$ cat config.mk
export PLATFORM = sky130hd
export DESIGN_NAME = fht_stage_seq
export DESIGN_NICKNAME = d
export VERILOG_FILES = /design/src/rtl/fht_stage_seq.sv
export SDC_FILE = /design/constraint.sdc
export NUM_CORES = 1
export LEC_CHECK = 0
export BUFFER_PORTS_ARGS = -buffer_cell sky130_fd_sc_hd__buf_2
export CORE_ASPECT_RATIO = 1.2
export CORE_MARGIN = 2
export CORE_UTILIZATION = 59
export DETAILED_ROUTE_END_ITERATION = 8
export PLACE_DENSITY = 0.8
export SLEW_MARGIN = 15
export SYNTH_ARGS = -nofsm -noshare
export SYNTH_HDL_FRONTEND = slang
export SYNTH_SLANG_ARGS = --single-unit
$ cat constraint.sdc
create_clock -name iCLK -period 3.6 [get_ports iCLK]
set_clock_uncertainty 0.05 [all_clocks]
set_input_delay 0.54 -clock iCLK [delete_from_list [all_inputs] [get_ports iCLK]]
set_output_delay 0.54 -clock iCLK [all_outputs]
set_load 0.03 [all_outputs]
$ cat src/rtl/fht_stage_seq.sv
`default_nettype none
// ============================================================================
// Module   : fht_stage_seq
// Purpose  : Stage/address sequencer for an in-place FHT with mirrored
//            butterfly addressing and a delayed write-back side.
// Revision : 1.0
// ============================================================================
module fht_stage_seq #(
    parameter int A_BIT    = 8,
    parameter int SEC_BIT  = 4,
    parameter int STAGES   = A_BIT + 2,
    parameter int PIPE_LAT = 4
) (
    input  logic               iCLK,
    input  logic               iRESET,
    input  logic               iSTART,
    input  logic               iHOLD,
    output logic               oRDY,
    output logic               oDONE,
    output logic [3:0]         oSTAGE,
    output logic               oST_ZERO,
    output logic               oST_LAST,
    output logic [SEC_BIT-1:0] oSECTOR,
    output logic               o2ND_PART_SUBSECTOR,
    output logic [A_BIT-1:0]   oADDR_RD,
    output logic [A_BIT-1:0]   oADDR_RD_BIAS,
    output logic [A_BIT-1:0]   oADDR_COEF,
    output logic [A_BIT-1:0]   oADDR_WR,
    output logic [A_BIT-1:0]   oADDR_WR_BIAS,
    output logic               oWE_A,
    output logic               oWE_B
);

    localparam int               c_word_w     = 2 * A_BIT + 2;
    localparam logic [A_BIT:0]   c_cnt_last   = {(A_BIT + 1){1'b1}};
    localparam logic [3:0]       c_stage_last = 4'(STAGES - 1);
    localparam logic [3:0]       c_gap_last   = 4'(PIPE_LAT - 1);
    localparam logic [A_BIT:0]   c_one_s      = (A_BIT + 1)'(1);
    localparam logic [A_BIT-1:0] c_one_a      = A_BIT'(1);

    typedef enum logic [1:0] {
        ST_IDLE = 2'd0,
        ST_RUN  = 2'd1,
        ST_GAP  = 2'd2,
        ST_DONE = 2'd3
    } state_t;

    state_t           r_state;
    state_t           w_state_nxt;
    logic [A_BIT:0]   r_cnt;
    logic [A_BIT:0]   w_cnt_nxt;
    logic [3:0]       r_stage;
    logic [3:0]       w_stage_nxt;
    logic [3:0]       r_gap;
    logic [3:0]       w_gap_nxt;

    always_ff @(posedge iCLK or posedge iRESET) begin
        if (iRESET) begin
            r_state <= ST_IDLE;
            r_cnt   <= '0;
            r_stage <= '0;
            r_gap   <= '0;
        end else begin
            r_state <= w_state_nxt;
            r_cnt   <= w_cnt_nxt;
            r_stage <= w_stage_nxt;
            r_gap   <= w_gap_nxt;
        end
    end

    always_comb begin
        w_state_nxt = r_state;
        w_cnt_nxt   = r_cnt;
        w_stage_nxt = r_stage;
        w_gap_nxt   = r_gap;
        if (!iHOLD) begin
            case (r_state)
                ST_IDLE: begin
                    if (iSTART) begin
                        w_state_nxt = ST_RUN;
                        w_cnt_nxt   = '0;
                        w_stage_nxt = '0;
                        w_gap_nxt   = '0;
                    end
                end
                ST_RUN: begin
                    if (r_cnt == c_cnt_last) begin
                        w_state_nxt = ST_GAP;
                        w_cnt_nxt   = '0;
                        w_gap_nxt   = '0;
                    end else begin
                        w_cnt_nxt = r_cnt + 1'b1;
                    end
                end
                ST_GAP: begin
                    // GAP lasts PIPE_LAT cycles so the write tail drains before the next read
                    if (r_gap == c_gap_last) begin
                        w_gap_nxt = '0;
                        if (r_stage == c_stage_last) begin
                            w_state_nxt = ST_DONE;
                        end else begin
                            w_state_nxt = ST_RUN;
                            w_stage_nxt = r_stage + 1'b1;
                            w_cnt_nxt   = '0;
                        end
                    end else begin
                        w_gap_nxt = r_gap + 1'b1;
                    end
                end
                ST_DONE: begin
                    w_state_nxt = ST_IDLE;
                    w_stage_nxt = '0;
                    w_cnt_nxt   = '0;
                end
                default: begin
                    w_state_nxt = ST_IDLE;
                end
            endcase
        end
    end

    logic             w_run;
    logic [A_BIT-1:0] w_p;
    logic             w_h;
    logic [3:0]       w_s_eff;
    logic [A_BIT:0]   w_span;
    logic [A_BIT-1:0] w_mask;
    logic [A_BIT-1:0] w_half;
    logic [A_BIT-1:0] w_sub;
    logic [A_BIT-1:0] w_base;
    logic [A_BIT-1:0] w_bias;
    logic [A_BIT-1:0] w_coef;

    assign w_run   = (r_state == ST_RUN);
    assign w_p     = r_cnt[A_BIT:1];
    assign w_h     = r_cnt[0];
    assign w_s_eff = (int'(r_stage) < A_BIT) ? r_stage : 4'(A_BIT);

    // span = 2^s'; mask selects the position inside the current subsector
    assign w_span  = c_one_s << w_s_eff;
    assign w_mask  = A_BIT'(w_span - c_one_s);
    assign w_half  = A_BIT'(w_span >> 1);
    assign w_sub   = w_p & w_mask;
    assign w_base  = w_p & ~w_mask;
    assign w_bias  = w_base | ((~w_sub + c_one_a) & w_mask);
    assign w_coef  = w_sub << (A_BIT - int'(w_s_eff));

    always_comb begin
        oADDR_RD            = '0;
        oADDR_RD_BIAS       = '0;
        oADDR_COEF          = '0;
        oSECTOR             = '0;
        o2ND_PART_SUBSECTOR = 1'b0;
        if (w_run) begin
            oADDR_RD            = w_p;
            oADDR_RD_BIAS       = w_bias;
            oADDR_COEF          = w_coef;
            oSECTOR             = SEC_BIT'(w_p >> w_s_eff);
            o2ND_PART_SUBSECTOR = |(w_sub & w_half);
        end
    end

    logic [c_word_w-1:0] w_rd_word;
    logic [c_word_w-1:0] w_wr_word;
    logic [c_word_w-1:0] r_pipe [PIPE_LAT];

    assign w_rd_word = {w_run & ~w_h, w_run & w_h, oADDR_RD, oADDR_RD_BIAS};

    // Write side trails the read side by PIPE_LAT non-held cycles
    always_ff @(posedge iCLK or posedge iRESET) begin
        if (iRESET) begin
            for (int i = 0; i < PIPE_LAT; i++) begin
                r_pipe[i] <= '0;
            end
        end else if (!iHOLD) begin
            r_pipe[0] <= w_rd_word;
            for (int i = 1; i < PIPE_LAT; i++) begin
                r_pipe[i] <= r_pipe[i-1];
            end
        end
    end

    assign w_wr_word     = r_pipe[PIPE_LAT-1];
    assign oWE_A         = w_wr_word[c_word_w-1] & ~iHOLD;
    assign oWE_B         = w_wr_word[c_word_w-2] & ~iHOLD;
    assign oADDR_WR      = w_wr_word[2*A_BIT-1:A_BIT];
    assign oADDR_WR_BIAS = w_wr_word[A_BIT-1:0];

    assign oRDY     = (r_state == ST_IDLE);
    assign oDONE    = (r_state == ST_DONE) & ~iHOLD;
    assign oSTAGE   = r_stage;
    assign oST_ZERO = ((r_state == ST_RUN) || (r_state == ST_GAP)) && (r_stage == 4'd0);
    assign oST_LAST = ((r_state == ST_RUN) || (r_state == ST_GAP)) && (r_stage == c_stage_last);

endmodule
`default_nettype wire
# Word level (Yosys, flattened, before mapping)

Cells that the tools add are included.
W data, S select, Z words.

Bits in registers: 91
Input bits: 4
Word-level logic and storage cells: 77

Add/sub/neg operators: 6
Order comparisons: 1
Eq/ne operators: 10
Shifts and indexed selects: 3
Multiplexer cells: 23
Bitwise logic cells: 14
Reduce and logical (&&, ||, !) cells: 12

Operators with widths:

| cell                  | count |
|---|---|
| $mux W9               | 4 |
| $pmux W9 S4           | 1 |
| $and A8 B8 Y8         | 4 |
| $shl A8 B32 Y8        | 1 |
| $mux W4               | 7 |
| $mux W8               | 3 |
| $pmux W4 S3           | 2 |
| $not A8 Y8            | 2 |
| $reduce_and A4 Y1     | 3 |
| $add A9 B1 Y9 const B | 1 |
| $eq A9 B9 Y1 const B  | 1 |
| $shl A1 B4 Y9 const A | 1 |
| $add A4 B1 Y4 const B | 2 |
| $add A8 B1 Y8 const B | 1 |
| $mux W2               | 4 |
| $or A8 B8 Y8          | 1 |
| $pmux W2 S4           | 1 |
| $reduce_or A8 Y1      | 1 |
| $shr A8 B4 Y4         | 1 |
| $sub A8 B1 Y8 const B | 1 |
| $ne A2 B2 Y1 const B  | 3 |
| $reduce_bool A3 Y1    | 2 |
| $and A1 B1 Y1         | 5 |
| $reduce_and A5 Y1     | 1 |
| other kinds (13)      | 16 |

# Logic depth before layout (Yosys ltp)

Depth after elaboration: 10
Depth in mapped cells: 14
Mapped depth without buffers: 10

# Least setup slack after synthesis

Ideal clock, no wire load.

Path type: register to output
From: register r_stage[0] (netlist: oSTAGE[0])
To: output oADDR_COEF[7]
Arrival: 3.293 ns
Required time: 3.010 ns
Setup slack: -0.283 ns
Cell stages (with the launch flop): 12
Path buffers: 1
Cells stage by stage: dfrtp_1 -> clkinv_1 -> a21oi_1 -> inv_1 -> ha_1 -> buf_1 -> a211oi_1 -> o211ai_1 -> o21ai_1 -> a221oi_1 -> a31o_2 -> o21ai_0

Longest elaborated chain between the ends: 7

RTL lines:

| what                   | RTL line | text |
|---|---|---|
| start, declared        | 52       | `logic [3:0] r_stage;` |
| start signal, assigned | 66       | `r_stage <= w_stage_nxt;` |
| $lt A4 B4 Y1           | 137      | `assign w_s_eff = (int'(r_stage) < A_BIT) ? r_stage : 4'(A_BIT);` |
| $mux W4 *              | 137      |  |
| $shl A1 B4 Y9          | 140      | `assign w_span = c_one_s << w_s_eff;` |
| $sub A8 B1 Y8          | 141      | `assign w_mask = A_BIT'(w_span - c_one_s);` |
| $and A8 B8 Y8          | 143      | `assign w_sub = w_p & w_mask;` |
| $shl A8 B32 Y8 *       | 146      | `assign w_coef = w_sub << (A_BIT - int'(w_s_eff));` |
| $mux W8 *              | 154      | `if (w_run) begin` |
| end, declared          | 27       | `output logic [A_BIT-1:0] oADDR_COEF,` |

Every way passes the cells marked *; elsewhere a longest branch is shown, timed or not.

# Worst setup path after layout

From: register r_stage[3] (netlist: oSTAGE[3])
To: output oADDR_COEF[7]

The elaborated chain is that of the path after synthesis.

==> flow_summary.yaml <==
global_routing:
  grt_max_degree: 50
  grt_pass1_vias: 3704
  gr-total-overflow: 0
  grt_pass1_wl_microns: 18510
  track_usage: 0.2546
  antenna_found_initial: 0
placement:
  gp_congestion: 0.9825
  placed_cells: 633
  place_hpwl_microns: 7731
  placed_area_sq_um: 5283
  portBuffers: 58
  place_ws_ns: 0.2067
logic_synthesis:
  synthCells: 504
  seq_area_frac_synth: 0.4283
  async_flop_share: 1.000
  synth_edf_count: 0
  postSynthAreaPerCell_sq_um: 10.09
  ys_warn_count: 0
  yosys.cell_types.count: 59
  synth_nets: 522
  synth_area_sq_um: 5084
  synth-seq-cells: 87
  ys_dominant_reg_cell: "dfrtp_1"
worst_setup_path:
  worstPathMaxFanout: 4
  crit_path_start_kind: "register"
  crit_path_end_kind: "output port"
  worst_ep_arrival_time_ns: 3.01
  critPathRequiredTime_ns: 3.01
  path_class: "register to output port"
clock_network:
  cts_root_buf: "clkbuf_8"
  cts.clk_slew.worst_paths_ns: 0.09
  cts_buffers: 9
  numClockSinks: 87
  clock_latency_ns: 0.37
  htreeDepth: 3
  cts_buffer_depth: 2
  postCtsHoldBufs: 0
  tritoncts: "built"
power:
  seqPwrFrac: 0.364
  combPwrFrac: 0.394
  ir_drop_mv: 0.4002
  p_sw_frac: 0.3883
  clockPowerShare: 0.243
  total_power_w: 0.003163
  p_leak_nw: 2.827
  internal-power_w: 0.001935
  powerDensity_nw_per_um2: 559.6
  power.switching_w: 0.001228
timing:
  period_share: 0.9992
  rsz0062_at_grt: "yes"
  fmaxAchievable_mhz: 278.0
  tightest_slew_ns: 0.8250
  setup_ws_ns: 0.002731
  whs_ns: 0.2325
  maxSlewViolCount: 0
  slew_headroom: 0.4493
  hold_viol: 0
  post-route-min-period_ns: 3.597
  finalSetupViolCount: 0
detailed_routing:
  viasPerCell: 5.761
  drc: 0
  post_drt_wl_per_cell_microns: 17.20
  postRouteAntennaNets: 0
  dr.pass1.iters: 7
  vias: 3768
  drtIter0Drc: 277
  routed_wl_microns: 11250
status:
  status: "finished, final reports clean"
cells_and_area:
  layout_commonest_cell: "dfrtp_1"
  post-route-cell-area_sq_um: 5653
  area_growth_syn_to_layout_pct: 11.20
  antennaDiodeCount: 0
  layout_common_cells: "dfrtp_1, mux2_2, buf_2"
  nets: 550
  drive_above_1_share: 0.3482
  stdcell_count: 654
  nFillCells: 672
job:
  maxCapViolations: 0
floorplanning:
  core_sq_um: 8472
  fp.dieH_microns: 105.7
  die_w_microns: 88.74
  start_util: 0.6001
  rows: 37
  ioPinCount: 59
  die_area_sq_um: 9378
hold_path:
  hp-class: "input port to asynchronous set/reset pin"
metrics by stage:
stage / util / setup TNS, ns
after floorplan: - / -0.08956
after global placement: 0.6235 / 0
after detailed placement: 0.6235 / 0
after CTS: 0.6580 / -0.004617
after global routing: 0.6673 / -0.1809
final: 0.6673 / 0
path summary, 6_finish.rpt:
check	end	slack [ns]	from	cells past startpoint
worst max-delay path	oADDR_COEF[7]	0.003	oSTAGE[3]	8
worst min-delay path	r_state[0]	0.23	iRESET	2
worst max register to register	r_gap[3]	0.83	r_cnt[1]	10
worst min register to register	r_pipe[60]	0.45	r_pipe[60]	2
max in group asynchronous	r_pipe[71]	2.49	iRESET	3
min in group iCLK	r_pipe[60]	0.45	r_pipe[60]	2
repair_timing:
action                                  in CTS  in global routing
resized for setup                           10                 19
setup buffers                                4                  1
endpoints found under the setup margin       8                  7
hold endpoints to repair                     0                  0
pin swaps                                    4                  1
area by class of cell:
class | instances | area [sq um] | area share
well taps | 117 | 146.4 | 0.02590
repair buffers | 82 | 496.7 | 0.08787
clock buffers | 10 | 127.6 | 0.02258
clock inverters | 6 | 95.09 | 0.01682
inverters | 12 | 46.29 | 0.008189
flip-flops and latches | 87 | 2177 | 0.3851
multi-input cells | 340 | 2564 | 0.4535
power by group through the flow:
stage | clock network (W) | registers [W] | logic, W
2_1_floorplan | 0 | 0.00116 | 0.000833
3_3_place_gp | 0 | 0.00116 | 0.00109
3_5_place_dp | 0 | 0.00117 | 0.00112
4_1_cts | 0.000777 | 0.00115 | 0.00117
5_1_grt | 0.000821 | 0.00116 | 0.00136
6_report | 0.000768 | 0.00115 | 0.00125
critical path, cell delays in order, from the launching register on:
cell and delay (ns):
dfrtp_1 0.40, or4_4 0.58, ha_4 0.20, nand2b_4 0.13, mux2_4 0.29, mux4_2 0.47
or3_1 0.31, o21ai_1 0.08, buf_4 0.17
per-layer routing:
metal  GRT usage  vias to the layer above  routed length [microns]
met1      0.3333                     1827                     4647
met4      0.1147                        0                      320
met3     0.04933                       28                      560
met5           0                        -                        0
li1            -                     1797                        -
met2      0.4041                      116                     5718
logic make-up after synthesis:
family	count (synthesis)	share of synthesized area
buffers and inverters	77	0.08516
XOR/XNOR	6	0.01034
AND/OR/NAND/NOR	152	0.1617
flip-flops	87	0.4283
adder cells (fa/ha/maj)	14	0.03446
AO/OA/AOI/OAI	96	0.1172
multiplexers	72	0.1629
synthesized netlist by cell type (2+ instances only):
master / instances / area share
buf_6: 2 / 0.0044
buf_2: 7 / 0.0069
a21oi_1: 19 / 0.019
o22ai_1: 2 / 0.0025
nand2_1: 33 / 0.024
mux2i_1: 7 / 0.014
ha_1: 14 / 0.034
nand2b_1: 11 / 0.014
xor2_1: 4 / 0.0069
o21ai_0: 35 / 0.034
o211ai_1: 3 / 0.0044
o31ai_1: 4 / 0.0059
buf_4: 32 / 0.047
o21bai_1: 2 / 0.0030
clkbuf_1: 22 / 0.016
inv_1: 11 / 0.0081
nor3_1: 10 / 0.0098
a211oi_1: 3 / 0.0044
nand3_1: 18 / 0.018
and3_1: 9 / 0.011
a22o_1: 5 / 0.0086
nor2b_1: 20 / 0.025
a21o_1: 2 / 0.0030
and2_1: 9 / 0.011
mux2_2: 61 / 0.14
buf_1: 2 / 0.0015
mux4_2: 2 / 0.0089
nor2_1: 27 / 0.020
or2_2: 2 / 0.0025
dfrtp_1: 87 / 0.43
xnor2_1: 2 / 0.0034
a31oi_1: 7 / 0.0086
or3_1: 4 / 0.0049
flip-flops by register name, summed over array words and instances (netlist names):
signal	count
r_pipe	51
w_wr_word	17
r_cnt	9
oSTAGE	4
r_gap	4
r_state	2
(Power assumes the default switching activity.)
